$ cat config.mk
export PLATFORM = sky130hd
export DESIGN_NAME = ad_ip_jesd204_tpl_adc_pn_scan
export DESIGN_NICKNAME = d
export VERILOG_FILES = /design/src/rtl/ad_ip_jesd204_tpl_adc_pn_scan.sv
export SDC_FILE = /design/constraint.sdc
export NUM_CORES = 1
export LEC_CHECK = 0
export ABC_CLOCK_PERIOD_IN_PS = 2600
export BUFFER_PORTS_ARGS = -buffer_cell sky130_fd_sc_hd__buf_2
export CORE_MARGIN = 2
export CORE_UTILIZATION = 50
export CTS_CLUSTER_DIAMETER = 120
export DETAILED_ROUTE_END_ITERATION = 8
export MAX_ROUTING_LAYER = met4
export PLACE_DENSITY = 0.69
export SETUP_SLACK_MARGIN = 0.2
export SLEW_MARGIN = 0
export SYNTH_ARGS = -nofsm -noshare
export SYNTH_HDL_FRONTEND = slang
export SYNTH_SLANG_ARGS = --single-unit
export TNS_END_PERCENT = 5
$ cat constraint.sdc
create_clock -name link_clk -period 2.6 [get_ports link_clk]
set_input_delay 0.52 -clock link_clk [delete_from_list [all_inputs] [get_ports link_clk]]
set_output_delay 0.52 -clock link_clk [all_outputs]
set_load 0.005 [all_outputs]
$ cat src/rtl/ad_ip_jesd204_tpl_adc_pn_scan.sv
// ad_ip_jesd204_tpl_adc_pn_scan: sequenced per-channel PN lock/error scan with regmap pass-through
module ad_ip_jesd204_tpl_adc_pn_scan #(
  parameter int NUM_CHANNELS  = 1,
  parameter int SETTLE_CYCLES = 16,
  parameter int LOCK_TIMEOUT  = 1024,
  parameter int DWELL_CYCLES  = 4096
) (
  input  logic                      link_clk,
  input  logic                      adc_rst,
  input  logic                      start,
  input  logic [3:0]                pn_sel,
  input  logic [NUM_CHANNELS-1:0]   enable,
  input  logic [NUM_CHANNELS*4-1:0] pn_seq_sel_in,
  output logic [NUM_CHANNELS*4-1:0] pn_seq_sel,
  input  logic [NUM_CHANNELS-1:0]   pn_err,
  input  logic [NUM_CHANNELS-1:0]   pn_oos,
  output logic                      busy,
  output logic                      done,
  output logic [NUM_CHANNELS-1:0]   ch_pass,
  output logic [NUM_CHANNELS-1:0]   ch_lock_fail,
  output logic [NUM_CHANNELS*8-1:0] ch_err_cnt
);
  localparam int CW = NUM_CHANNELS > 1 ? $clog2(NUM_CHANNELS) : 1;
  typedef enum logic [2:0] {IDLE, APPLY, LOCK, DWELL, NEXT, DONE} state_t;
  state_t state, state_nxt;
  logic [CW-1:0] ch;
  logic [31:0] cnt;
  logic override;
  logic [7:0] err_cnt [NUM_CHANNELS];
  logic [7:0] err_nxt;
  logic hit, last_ch, settle_end, lock_end, dwell_end;
  assign hit        = pn_err[ch] | pn_oos[ch];
  assign err_nxt    = err_cnt[ch] + 8'(hit && err_cnt[ch] != 8'hff);
  assign last_ch    = ch == CW'(NUM_CHANNELS - 1);
  assign settle_end = cnt == 32'(SETTLE_CYCLES - 1);
  assign lock_end   = cnt == 32'(LOCK_TIMEOUT - 1);
  assign dwell_end  = cnt == 32'(DWELL_CYCLES - 1);
  assign busy       = state != IDLE;
  assign done       = state == DONE;
  // state register
  always_ff @(posedge link_clk) state <= adc_rst ? IDLE : state_nxt;
  // next-state: disabled channels skip straight to NEXT, unlocked channels give up after the timeout
  always_comb begin
    state_nxt = state;
    case (state)
      IDLE:    state_nxt = start ? APPLY : IDLE;
      APPLY:   state_nxt = !enable[ch] ? NEXT : settle_end ? LOCK : APPLY;
      LOCK:    state_nxt = !pn_oos[ch] ? DWELL : lock_end ? NEXT : LOCK;
      DWELL:   state_nxt = dwell_end ? NEXT : DWELL;
      NEXT:    state_nxt = last_ch ? DONE : APPLY;
      DONE:    state_nxt = IDLE;
      default: state_nxt = IDLE;
    endcase
  end
  // datapath: the shared counter restarts on every state change, results update per phase
  always_ff @(posedge link_clk) begin
    if (adc_rst) begin
      ch           <= '0;
      cnt          <= '0;
      override     <= 1'b0;
      ch_pass      <= '0;
      ch_lock_fail <= '0;
      for (int i = 0; i < NUM_CHANNELS; i++) err_cnt[i] <= '0;
    end else begin
      cnt <= state_nxt != state ? '0 : cnt + 32'd1;
      case (state)
        IDLE: if (start) begin
          ch           <= '0;
          ch_pass      <= '0;
          ch_lock_fail <= '0;
          for (int i = 0; i < NUM_CHANNELS; i++) err_cnt[i] <= '0;
        end
        APPLY: override <= enable[ch];
        LOCK: if (pn_oos[ch] && lock_end) ch_lock_fail[ch] <= 1'b1;
        DWELL: begin
          err_cnt[ch] <= err_nxt;
          if (dwell_end) ch_pass[ch] <= err_nxt == 8'd0;
        end
        NEXT: begin
          override <= 1'b0;
          if (!last_ch) ch <= ch + CW'(1);
        end
        default: ;
      endcase
    end
  end
  for (genvar i = 0; i < NUM_CHANNELS; i++) begin : g_ch
    assign pn_seq_sel[i*4 +: 4] = override && ch == CW'(i) ? pn_sel : pn_seq_sel_in[i*4 +: 4];
    assign ch_err_cnt[i*8 +: 8] = err_cnt[i];
  end
endmodule

==> results of run 1 <==
## placed cells by master (no fill, tap or decap), drive strengths merged, types with 3 or more instances in the layout
master / n
nor3: 11
nand2: 15
and3: 7
xnor2: 15
nor2: 47
o21ai: 5
nand4: 14
clkbuf: 7
ha: 3
xor2: 18
nand3: 19
or3: 4
nand2b: 3
or2: 4
a21oi: 9
mux2: 4
and4: 5
buf: 34
nor4: 10
dfxtp: 38
inv: 6
edfxtp: 8
and2: 3
## worst max path at each step
stage | startpoint | slack, ns | to | cells past startpoint
after CTS | cnt[0]$_SDFF_PP0_ | 0.53 | cnt[26]$_SDFF_PP0_ | 6
after floorplan | err_cnt[0][3]$_SDFFCE_PN0P_ | 0.72 | ch_pass$_SDFFE_PP0P_ | 9
final | cnt[0]$_SDFF_PP0_ | 0.55 | cnt[26]$_SDFF_PP0_ | 6
after global placement | pn_oos | 0.58 | ch_pass$_SDFFE_PP0P_ | 9
after global routing | cnt[0]$_SDFF_PP0_ | 0.35 | cnt[26]$_SDFF_PP0_ | 6
after detailed placement | pn_oos | 0.53 | ch_pass$_SDFFE_PP0P_ | 9
## worst register-to-register path, stage by stage, from the launching register on
cell     delay (ns)
dfxtp_1        0.40
ha_1           0.23
nand3_1        0.23
nor4_1         0.67
nand4_1        0.19
xor2_1         0.17
nor2_1         0.05
## sequential cells by signal, summed over array words and instances (netlist names)
signal / cells
cnt: 32
err_cnt: 8
state: 3
ch_lock_fail: 1
ch_pass: 1
override: 1
## power breakdown
group          switching, uW  internal [uW]  total [uW]
clock                    228            215         443
combinational           62.2           60.4         123
sequential              25.9            740         766
## stage by stage
| step | setup WS [ns] | area, sq um | util | hold WS [ns] |
|---|---|---|---|---|
| after floorplan | 0.718 | 2470 | - | 0.466 |
| after global placement | 0.578 | 2670 | 0.561 | 0.470 |
| after detailed placement | 0.529 | 2670 | 0.561 | 0.465 |
| after CTS | 0.531 | 2760 | 0.580 | 0.479 |
| after global routing | 0.352 | 2760 | 0.580 | 0.497 |
| final | 0.549 | 2760 | 0.580 | 0.479 |
## per-layer routing
| metal | vias to the layer above | share of wire | track usage | wire length, um |
|---|---|---|---|---|
| met3 | 8 | 0.025 | 0.0569 | 122 |
| met5 | - | 0 | - | 0 |
| met1 | 934 | 0.50 | 0.262 | 2470 |
| met4 | 0 | 0.016 | 0.0655 | 81 |
| met2 | 24 | 0.46 | 0.308 | 2260 |
| li1 | 1059 | - | - | - |
## layout make-up
class                           instances  area share
Sequential cell                        46       0.363
Multi-Input combinational cell        218       0.499
Clock inverter                          1     0.00181
Tap cell                               67      0.0304
Clock buffer                            7      0.0313
Timing Repair Buffer                   34      0.0662
Inverter                                6     0.00817
## cells by family (layout without fill, tap and decap cells)
logic type / after synthesis / count (layout) / synth area share
compound gates: 27 / 27 / 0.0725
xor+xnor: 33 / 33 / 0.117
fa+ha+maj: 3 / 3 / 0.0152
buf+inv: 16 / 48 / 0.0370
flops: 46 / 46 / 0.405
mux: 6 / 6 / 0.0264
simple gates: 149 / 149 / 0.326
==> run_results.csv, run 1 <==
group,metric,value,unit
status,outcome,"complete, no violations",
critical_path,criticalPathCategory,"flop to flop",
clock_network,holdBufCountCts,0,
cells_and_area,nNetsFinal,328,
die,floorplan.die.height,74.3,um
critical_path,worstPathBufferInverterCount,0,
placement,detailedPlacementHpwl,3580,um
placement,gp_congestion,0.855,
yosys,synth_cell_area,2470,sq um
yosys,yosys_warnings,0,
critical_path,regToRegSetupSlack,0.55,ns
timing,hold_violations,0,
yosys,postSynthAreaPerCell,8.82,sq um
clock_network,clock_sink_count,46,
timing,skew,0.00933,ns
critical_path,worstSetupEndpointType,"flop",
grt,globalRouteTotalUtil,0.203,
yosys,ys_top_cells_by_count,"47 x nor2_1, 38 x dfxtp_1, 19 x nand3_1, 18 x xor2_1",
die,initial_core_util,0.519,
placement,numPortBuffers,29,
yosys,synthArstFlopShare,0,
cells_and_area,final.fill_count,455,
routing,drt-pass1-iter-count,4,
grt,antenna_found_initial,0,
cells_and_area,sequential_cell_area,1000,sq um
yosys,synth.top_cell.area_share,0.308,
clock_network,cts_max_level,2,
power_and_ir_drop,p_per_area,483,nW/um^2
timing,final.min_clock_period,2.05,ns
yosys,dominantRegCellSynth,"dfxtp_1",
critical_path,rr_endpoint,"cnt[26]$_SDFF_PP0_",
clock_network,post_cts_resized,0,
timing,final_number_of_max_transition_violations,0,
critical_path,startpoint_type,"flop",
grt,grt_start_max_net_pins,18,
critical_path,crit_path_slowest_cell,"nor4_1",
min_path,worst_hold_endpoint,"ch_pass$_SDFFE_PP0P_",
die,floorplan.die.width,74.3,um
timing,grt_setup_unrepaired,"false",
clock_network,clk_path_buf_depth,2,
power_and_ir_drop,vdd_ir_drop_max,0.000414,V
clock_network,numCtsBuffers,5,
clock_network,cts.reportedPaths.clkPinSlew,0.08,ns
critical_path,worst_r2r_path_depth,6,
timing,slew_headroom,0.466,
clock_network,post_cts.repair.setup_buffers,0,
routing,remaining_drc_errors,0,
cells_and_area,post_route_cells_drive_above_1_share,0.173,
cells_and_area,multi_input_comb_area,1380,sq um
clock_network,later_pin_clock_latency_in_the_skew_report,0.29,ns
clock_network,cts_root_buf,"clkbuf_8",
yosys,flop_and_latch_count_out_of_synthesis,46,
min_path,hold_class,"flop to flop",
die,i_o_pin_count,30,
grt,via_count_of_the_first_global_routing_pass,1824,
yosys,synth_edf_count,8,
timing,min_period_over_period,0.789,
routing,via_count_normalized_by_instance_count,5.34,
routing,initialDrtViolationCount,114,
grt,grt_pass1_wl,8340,um
placement,placed_cells_incl_taps,371,
routing,vias,2025,
critical_path,r2r-start,"cnt[0]$_SDFF_PP0_",
cells_and_area,antennaDiodeCount,0,
die,placeableCoreArea,4750,sq um
yosys,post_synth_main_area_contributors,"dfxtp_1 31%, edfxtp_1 9.7%, nor2_1 7.1%",
yosys,synth.net_count,297,
grt,grt.overflow.total,0,
job,max_cap_viol_count,0,
min_path,holdCritStartpoint,"ch_pass$_SDFFE_PP0P_",
die,core.rowCount,25,
min_path,min_path_cells,2,
critical_path,worst_path_dominant_cell_family,"simple AND/OR/NAND/NOR gates",
die,fp.dieArea,5520,sq um
yosys,yosysMostFrequentCell,"nor2_1",
critical_path,timing.critical_path.arrival,2.23,ns
routing,postRouteWirelength,4930,um
yosys,ys_seq_area_frac,0.405,
critical_path,path_cells,"ha_1 > nand3_1 > nor4_1 > nand4_1 > xor2_1 > nor2_1",
critical_path,required,2.78,ns
yosys,synthDistinctLibCells,43,
clock_network,cts_tree,"built",
routing,routedWlPerCell,13.0,um
yosys,largest_area_contributor_in_the_synthesized_netlist,"dfxtp_1",
timing,tightest_slew,0.794,ns
routing,antenna_violating_nets_post_route,0,
timing,achievable-frequency,488,MHz
timing,report.final.setup_viol,0,
timing,fin_setup_tns,0,ns
power_and_ir_drop,static_leakage,0.00103,uW
critical_path,max_stage_delay,0.67,ns
yosys,post_synth_inst_count,280,
power_and_ir_drop,power.total,1330,uW
cells_and_area,instances_no_fill,379,
critical_path,crit_path_max_fanout,5,
cells_and_area,synthToLayoutAreaGrowth,11.7,%
Power figures use the tool's default switching activity.
==> run 2, diff against run 1 <==
ABC_AREA = 1   (was not set)
ABC_CLOCK_PERIOD_IN_PS = 1800   (was 2600)
PLACE_DENSITY = 0.71   (was 0.69)
clock period = 1.8 ns   (was 2.6 ns; I/O delays follow)
==> run_results.csv, run 2 <==
group,metric,value,unit
yosys,largest_area_contributor_in_the_synthesized_netlist,"dfxtp_1",
die,initial_core_util,0.511,
status,outcome,"finished, violations left",
critical_path,crit_path_max_fanout,2,
power_and_ir_drop,static_leakage,0.00144,uW
grt,grt.overflow.total,0,
routing,routedWlPerCell,12.9,um
routing,remaining_drc_errors,0,
critical_path,worstSetupEndpointType,"flop",
grt,globalRouteTotalUtil,0.231,
clock_network,cts_tree,"built",
timing,fin_setup_tns,-0.217,ns
critical_path,required,1.87,ns
timing,slew_headroom,0.719,
yosys,yosys_warnings,0,
routing,via_count_normalized_by_instance_count,5.00,
yosys,post_synth_main_area_contributors,"dfxtp_1 26%, nand2_1 12%, nor3_2 10%",
timing,report.final.setup_viol,3,
timing,grt_setup_unrepaired,"true",
min_path,hold_class,"input pin to flop",
routing,postRouteWirelength,6920,um
power_and_ir_drop,p_per_area,625,nW/um^2
yosys,ys_top_cells_by_count,"95 x nand2_1, 64 x nor2_1, 57 x inv_1, 38 x dfxtp_1, 31 x nor3_2",
yosys,synth.net_count,419,
yosys,postSynthAreaPerCell,7.40,sq um
placement,placed_cells_incl_taps,525,
cells_and_area,synthToLayoutAreaGrowth,23.3,%
clock_network,later_pin_clock_latency_in_the_skew_report,0.31,ns
placement,detailedPlacementHpwl,5100,um
cells_and_area,mostFrequentLayoutCell,"nand2_1",
timing,tightest_slew,0.421,ns
cells_and_area,reg_top3,"cnt (32), err_cnt (8), state (3)",
placement,placed_cell_area,3360,sq um
placement,place_worst_setup_slack,-0.0774,ns
yosys,ys_seq_area_frac,0.337,
grt,grt_pass1_wl,11400,um
timing,final.setup.worst_slack,-0.0805,ns
die,floorplan.die.width,81.1,um
job,max_cap_viol_count,0,
yosys,post_synth_inst_count,402,
grt,antenna_found_initial,0,
cells_and_area,instances_no_fill,535,
cells_and_area,number_of_flip_flops_in_the_largest_register,32,
power_and_ir_drop,vdd_ir_drop_max,0.000327,V
cells_and_area,nNetsFinal,476,
yosys,synthDistinctLibCells,34,
cells_and_area,antennaDiodeCount,0,
clock_network,cts_root_buf,"clkbuf_8",
die,placeableCoreArea,5820,sq um
die,core.rowCount,28,
timing,min_period_over_period,1.04,
clock_network,clock_sink_count,46,
placement,numPortBuffers,29,
status,violated_checks,"setup timing",
cells_and_area,final_cell_mix,"91 x nand2_1, 56 x nor2_1, 53 x inv_1",
routing,drt-pass1-iter-count,4,
timing,final.min_clock_period,1.88,ns
clock_network,cts_max_level,2,
critical_path,criticalPathCategory,"flop to flop",
timing,hold_violations,0,
yosys,synth.top_cell.area_share,0.256,
clock_network,cts.reportedPaths.clkPinSlew,0.09,ns
yosys,dominantRegCellSynth,"dfxtp_1",
die,i_o_pin_count,30,
cells_and_area,post_route_cells_drive_above_1_share,0.330,
yosys,flop_and_latch_count_out_of_synthesis,46,
timing,skew,0.00681,ns
critical_path,startpoint_type,"flop",
placement,gp_congestion,0.907,
timing,final_number_of_max_transition_violations,0,
timing,achievable-frequency,532,MHz
clock_network,clk_path_buf_depth,2,
critical_path,timing.critical_path.arrival,1.95,ns
routing,initialDrtViolationCount,121,
clock_network,holdBufCountCts,0,
die,fp.dieArea,6580,sq um
grt,grt_start_max_net_pins,18,
grt,via_count_of_the_first_global_routing_pass,2605,
clock_network,numCtsBuffers,5,
routing,antenna_violating_nets_post_route,0,
yosys,synthArstFlopShare,0,
cells_and_area,top_register,"cnt",
yosys,synth_edf_count,8,
yosys,yosysMostFrequentCell,"nand2_1",
yosys,synth_cell_area,2970,sq um
routing,vias,2676,
die,floorplan.die.height,81.1,um
cells_and_area,finish.instance_area,3670,sq um
run 2: changes by cell type after synthesis, sizes merged, moves of 5 or more:
cell	delta
nand4	-8
nor3	+39
nand2	+85
inv	+53
nor2	+22
nor4	-10
a21oi	-6
and4	-5
and3	-7
xnor2	-6
run 2: final cells by class:
cell class | count | area, sq um
repair buffers | 56 | 398
flip-flops and latches | 46 | 1010
clock inverters | 2 | 33.8
inverters | 60 | 226
well taps | 75 | 93.8
clock buffers | 6 | 72.6
fillers | 539 | 2150
multi-input cells | 290 | 1830
run 2: metrics by stage:
step,total power [uW],utilization,hold WS [ns]
final,2290,0.630,0.259
after global routing,2390,0.630,0.287
after CTS,2300,0.616,0.260
after detailed placement,1510,0.577,0.475
after global placement,1500,0.577,0.449
after floorplan,1380,-,0.429
run 2: logic make-up after synthesis:
logic type | Yosys count | synth area share
adder cells (fa/ha/maj) | 3 | 0.0126
AND/OR/NAND/NOR | 245 | 0.428
AO/OA/AOI/OAI | 11 | 0.0236
buffers and inverters | 66 | 0.107
flip-flops | 46 | 0.337
XOR/XNOR | 31 | 0.0913
run 2: per-layer routing:
metal,up-vias,track usage,wire length (um)
met5,-,-,0
met4,0,0.0847,110
met3,9,0.0356,264
met2,65,0.405,3640
met1,1229,0.267,2900
li1,1373,-,-
run 2: final timing paths:
check                                            startpoint  slack (ns)  depth (start not counted)                     endpoint
worst max register to register  err_cnt[0][2]$_SDFFCE_PN0P_       -0.08                          9  err_cnt[0][6]$_SDFFCE_PN0P_
worst min register to register    ch_lock_fail$_SDFFE_PP0P_        0.48                          2    ch_lock_fail$_SDFFE_PP0P_
worst min-delay path                                adc_rst        0.26                          2    ch_lock_fail$_SDFFE_PP0P_
worst max-delay path            err_cnt[0][2]$_SDFFCE_PN0P_       -0.08                          9  err_cnt[0][6]$_SDFFCE_PN0P_
run 2: timing repair:
action                                  in CTS  in global routing
gates resized for setup                     28                 22
endpoints found under the setup margin      39                 48
pin swaps                                   35                  9
setup buffers                                1                  1
run 2: where the power goes:
group	leakage, uW	internal (uW)	total, uW	switching [uW]
sequential	0.000397	1080	1100	24.0
clock	0.0000528	410	774	363
combinational	0.000991	171	419	247
run 2: worst max-delay path, cell delays in order, from the launching register on:
cell and delay, ns:
edfxtp_1 0.44, nand2_2 0.10, inv_2 0.04, a41oi_2 0.20
ha_2 0.25, ha_4 0.16, nand2_1 0.08, nor2_1 0.12
xor2_1 0.19, nor2_1 0.06
==> run 3, diff against run 2 <==
RECOVER_POWER = 100   (was not set)
==> run_results.csv, run 3 (same netlist as run 2, synthesis figures left out) <==
group,metric,value,unit
critical_path,worstPathBufferInverterCount,1,
placement,placed_cell_area,3360,sq um
cells_and_area,final.fill_count,545,
cells_and_area,top_register,"cnt",
grt,globalRouteTotalUtil,0.231,
clock_network,cts_tree,"built",
cells_and_area,reg_top3,"cnt (32), err_cnt (8), state (3)",
placement,detailedPlacementHpwl,5100,um
timing,min_period_over_period,1.04,
status,outcome,"finished, violations left",
job,max_cap_viol_count,0,
power_and_ir_drop,vdd_ir_drop_max,0.000329,V
routing,postRouteWirelength,6960,um
timing,final.min_clock_period,1.88,ns
critical_path,timing.critical_path.arrival,1.94,ns
die,fp.dieArea,6580,sq um
grt,grt_start_max_net_pins,18,
grt,via_count_of_the_first_global_routing_pass,2605,
cells_and_area,nNetsFinal,476,
cells_and_area,instances_no_fill,535,
routing,via_count_normalized_by_instance_count,5.01,
timing,slew_headroom,0.719,
power_and_ir_drop,p_per_area,628,nW/um^2
power_and_ir_drop,power.switching,637,uW
die,core.rowCount,28,
critical_path,criticalPathCategory,"flop to flop",
routing,initialDrtViolationCount,119,
cells_and_area,mostFrequentLayoutCell,"nand2_1",
grt,grt.overflow.total,0,
routing,vias,2678,
cells_and_area,antennaDiodeCount,0,
power_and_ir_drop,internal-power,1650,uW
critical_path,crit_path_max_fanout,2,
power_and_ir_drop,p_seq_frac,0.480,
power_and_ir_drop,pwr-share-clk,0.339,
timing,hold_violations,0,
placement,place_worst_setup_slack,-0.0774,ns
placement,placed_cells_incl_taps,525,
critical_path,crit_path_slowest_cell,"edfxtp_1",
routing,routedWlPerCell,13.0,um
min_path,hold_class,"input pin to flop",
power_and_ir_drop,share_comb_of_total_power,0.181,
die,placeableCoreArea,5820,sq um
timing,grt_setup_unrepaired,"true",
clock_network,clock_sink_count,46,
die,initial_core_util,0.511,
critical_path,worst_path_dominant_cell_family,"flip-flops",
cells_and_area,finish.instance_area,3650,sq um
critical_path,max_stage_delay,0.44,ns
timing,final.setup.worst_slack,-0.0776,ns
timing,achievable-frequency,533,MHz
power_and_ir_drop,switching_share,0.278,
clock_network,cts_root_buf,"clkbuf_8",
power_and_ir_drop,static_leakage,0.00142,uW
critical_path,cp_most_frequent_cell,"nor2_1",
status,violated_checks,"setup timing",
timing,skew,0.00736,ns
timing,report.final.setup_viol,3,
cells_and_area,post_route_cells_drive_above_1_share,0.317,
routing,antenna_violating_nets_post_route,0,
die,floorplan.die.height,81.1,um
cells_and_area,sequential_cell_area,1010,sq um
critical_path,path_cells,"nand2_2 > inv_2 > a41oi_2 > ha_2 > ha_4 > nand2_1 > nor2_1 > xor2_1 > nor2_1",
routing,drt-pass1-iter-count,4,
critical_path,required,1.87,ns
cells_and_area,number_of_flip_flops_in_the_largest_register,32,
cells_and_area,final_cell_mix,"92 x nand2_1, 57 x nor2_1, 53 x inv_1",
routing,remaining_drc_errors,0,
timing,final_number_of_max_transition_violations,0,
critical_path,startpoint_type,"flop",
grt,antenna_found_initial,0,
die,floorplan.die.width,81.1,um
placement,gp_congestion,0.907,
grt,grt_pass1_wl,11400,um
clock_network,cts_max_level,2,
clock_network,later_pin_clock_latency_in_the_skew_report,0.31,ns
clock_network,cts.reportedPaths.clkPinSlew,0.09,ns
critical_path,worstSetupEndpointType,"flop",
clock_network,numCtsBuffers,5,
die,i_o_pin_count,30,
timing,fin_setup_tns,-0.213,ns
cells_and_area,final_core_utilization,0.627,
placement,numPortBuffers,29,
timing,tightest_slew,0.421,ns
cells_and_area,synthToLayoutAreaGrowth,22.6,%
clock_network,clk_path_buf_depth,2,
cells_and_area,multi_input_comb_area,1820,sq um
[run 3: final cells by class]
class                   count  share of cell area
multi-input cells         290               0.500
well taps                  75              0.0257
clock inverters             2             0.00927
inverters                  60              0.0621
repair buffers             56               0.106
clock buffers               6              0.0199
flip-flops and latches     46               0.277
[run 3: through the flow]
stage,power [uW],hold WS [ns]
after floorplan,1380,0.429
after global placement,1500,0.449
after detailed placement,1510,0.475
after CTS,2300,0.260
after global routing,2380,0.287
final,2290,0.257
[run 3: worst paths after layout]
check	from	cells after the start	end	slack (ns)
worst min-delay path	adc_rst	2	ch_lock_fail$_SDFFE_PP0P_	0.26
worst min register to register	ch_lock_fail$_SDFFE_PP0P_	2	ch_lock_fail$_SDFFE_PP0P_	0.48
worst max register to register	err_cnt[0][2]$_SDFFCE_PN0P_	9	err_cnt[0][6]$_SDFFCE_PN0P_	-0.08
worst max-delay path	err_cnt[0][2]$_SDFFCE_PN0P_	9	err_cnt[0][6]$_SDFFCE_PN0P_	-0.08
[run 3: power by group through the flow]
stage | Clock (uW) | Combinational [uW] | Sequential, uW
finish | 775 | 415 | 1100
global route | 825 | 455 | 1100
CTS | 790 | 414 | 1100
detailed placement | 0 | 392 | 1120
global placement | 0 | 383 | 1110
floorplan | 0 | 259 | 1120
[run 3: layer usage]
layer  vias up  global-route usage  wire length [um]
met4         0              0.0847               110
met1      1224               0.267              2880
met5         -                   -                 0
met2        73               0.405              3640
li1       1372                   -                 -
met3         9              0.0356               329
[run 3: what timing repair did]
item,CTS,global route
pin swaps,35,9
hold endpoints to repair,0,0
setup endpoints to repair,39,48
gates resized for setup,28,22
hold buffers,0,0
setup buffers,1,1
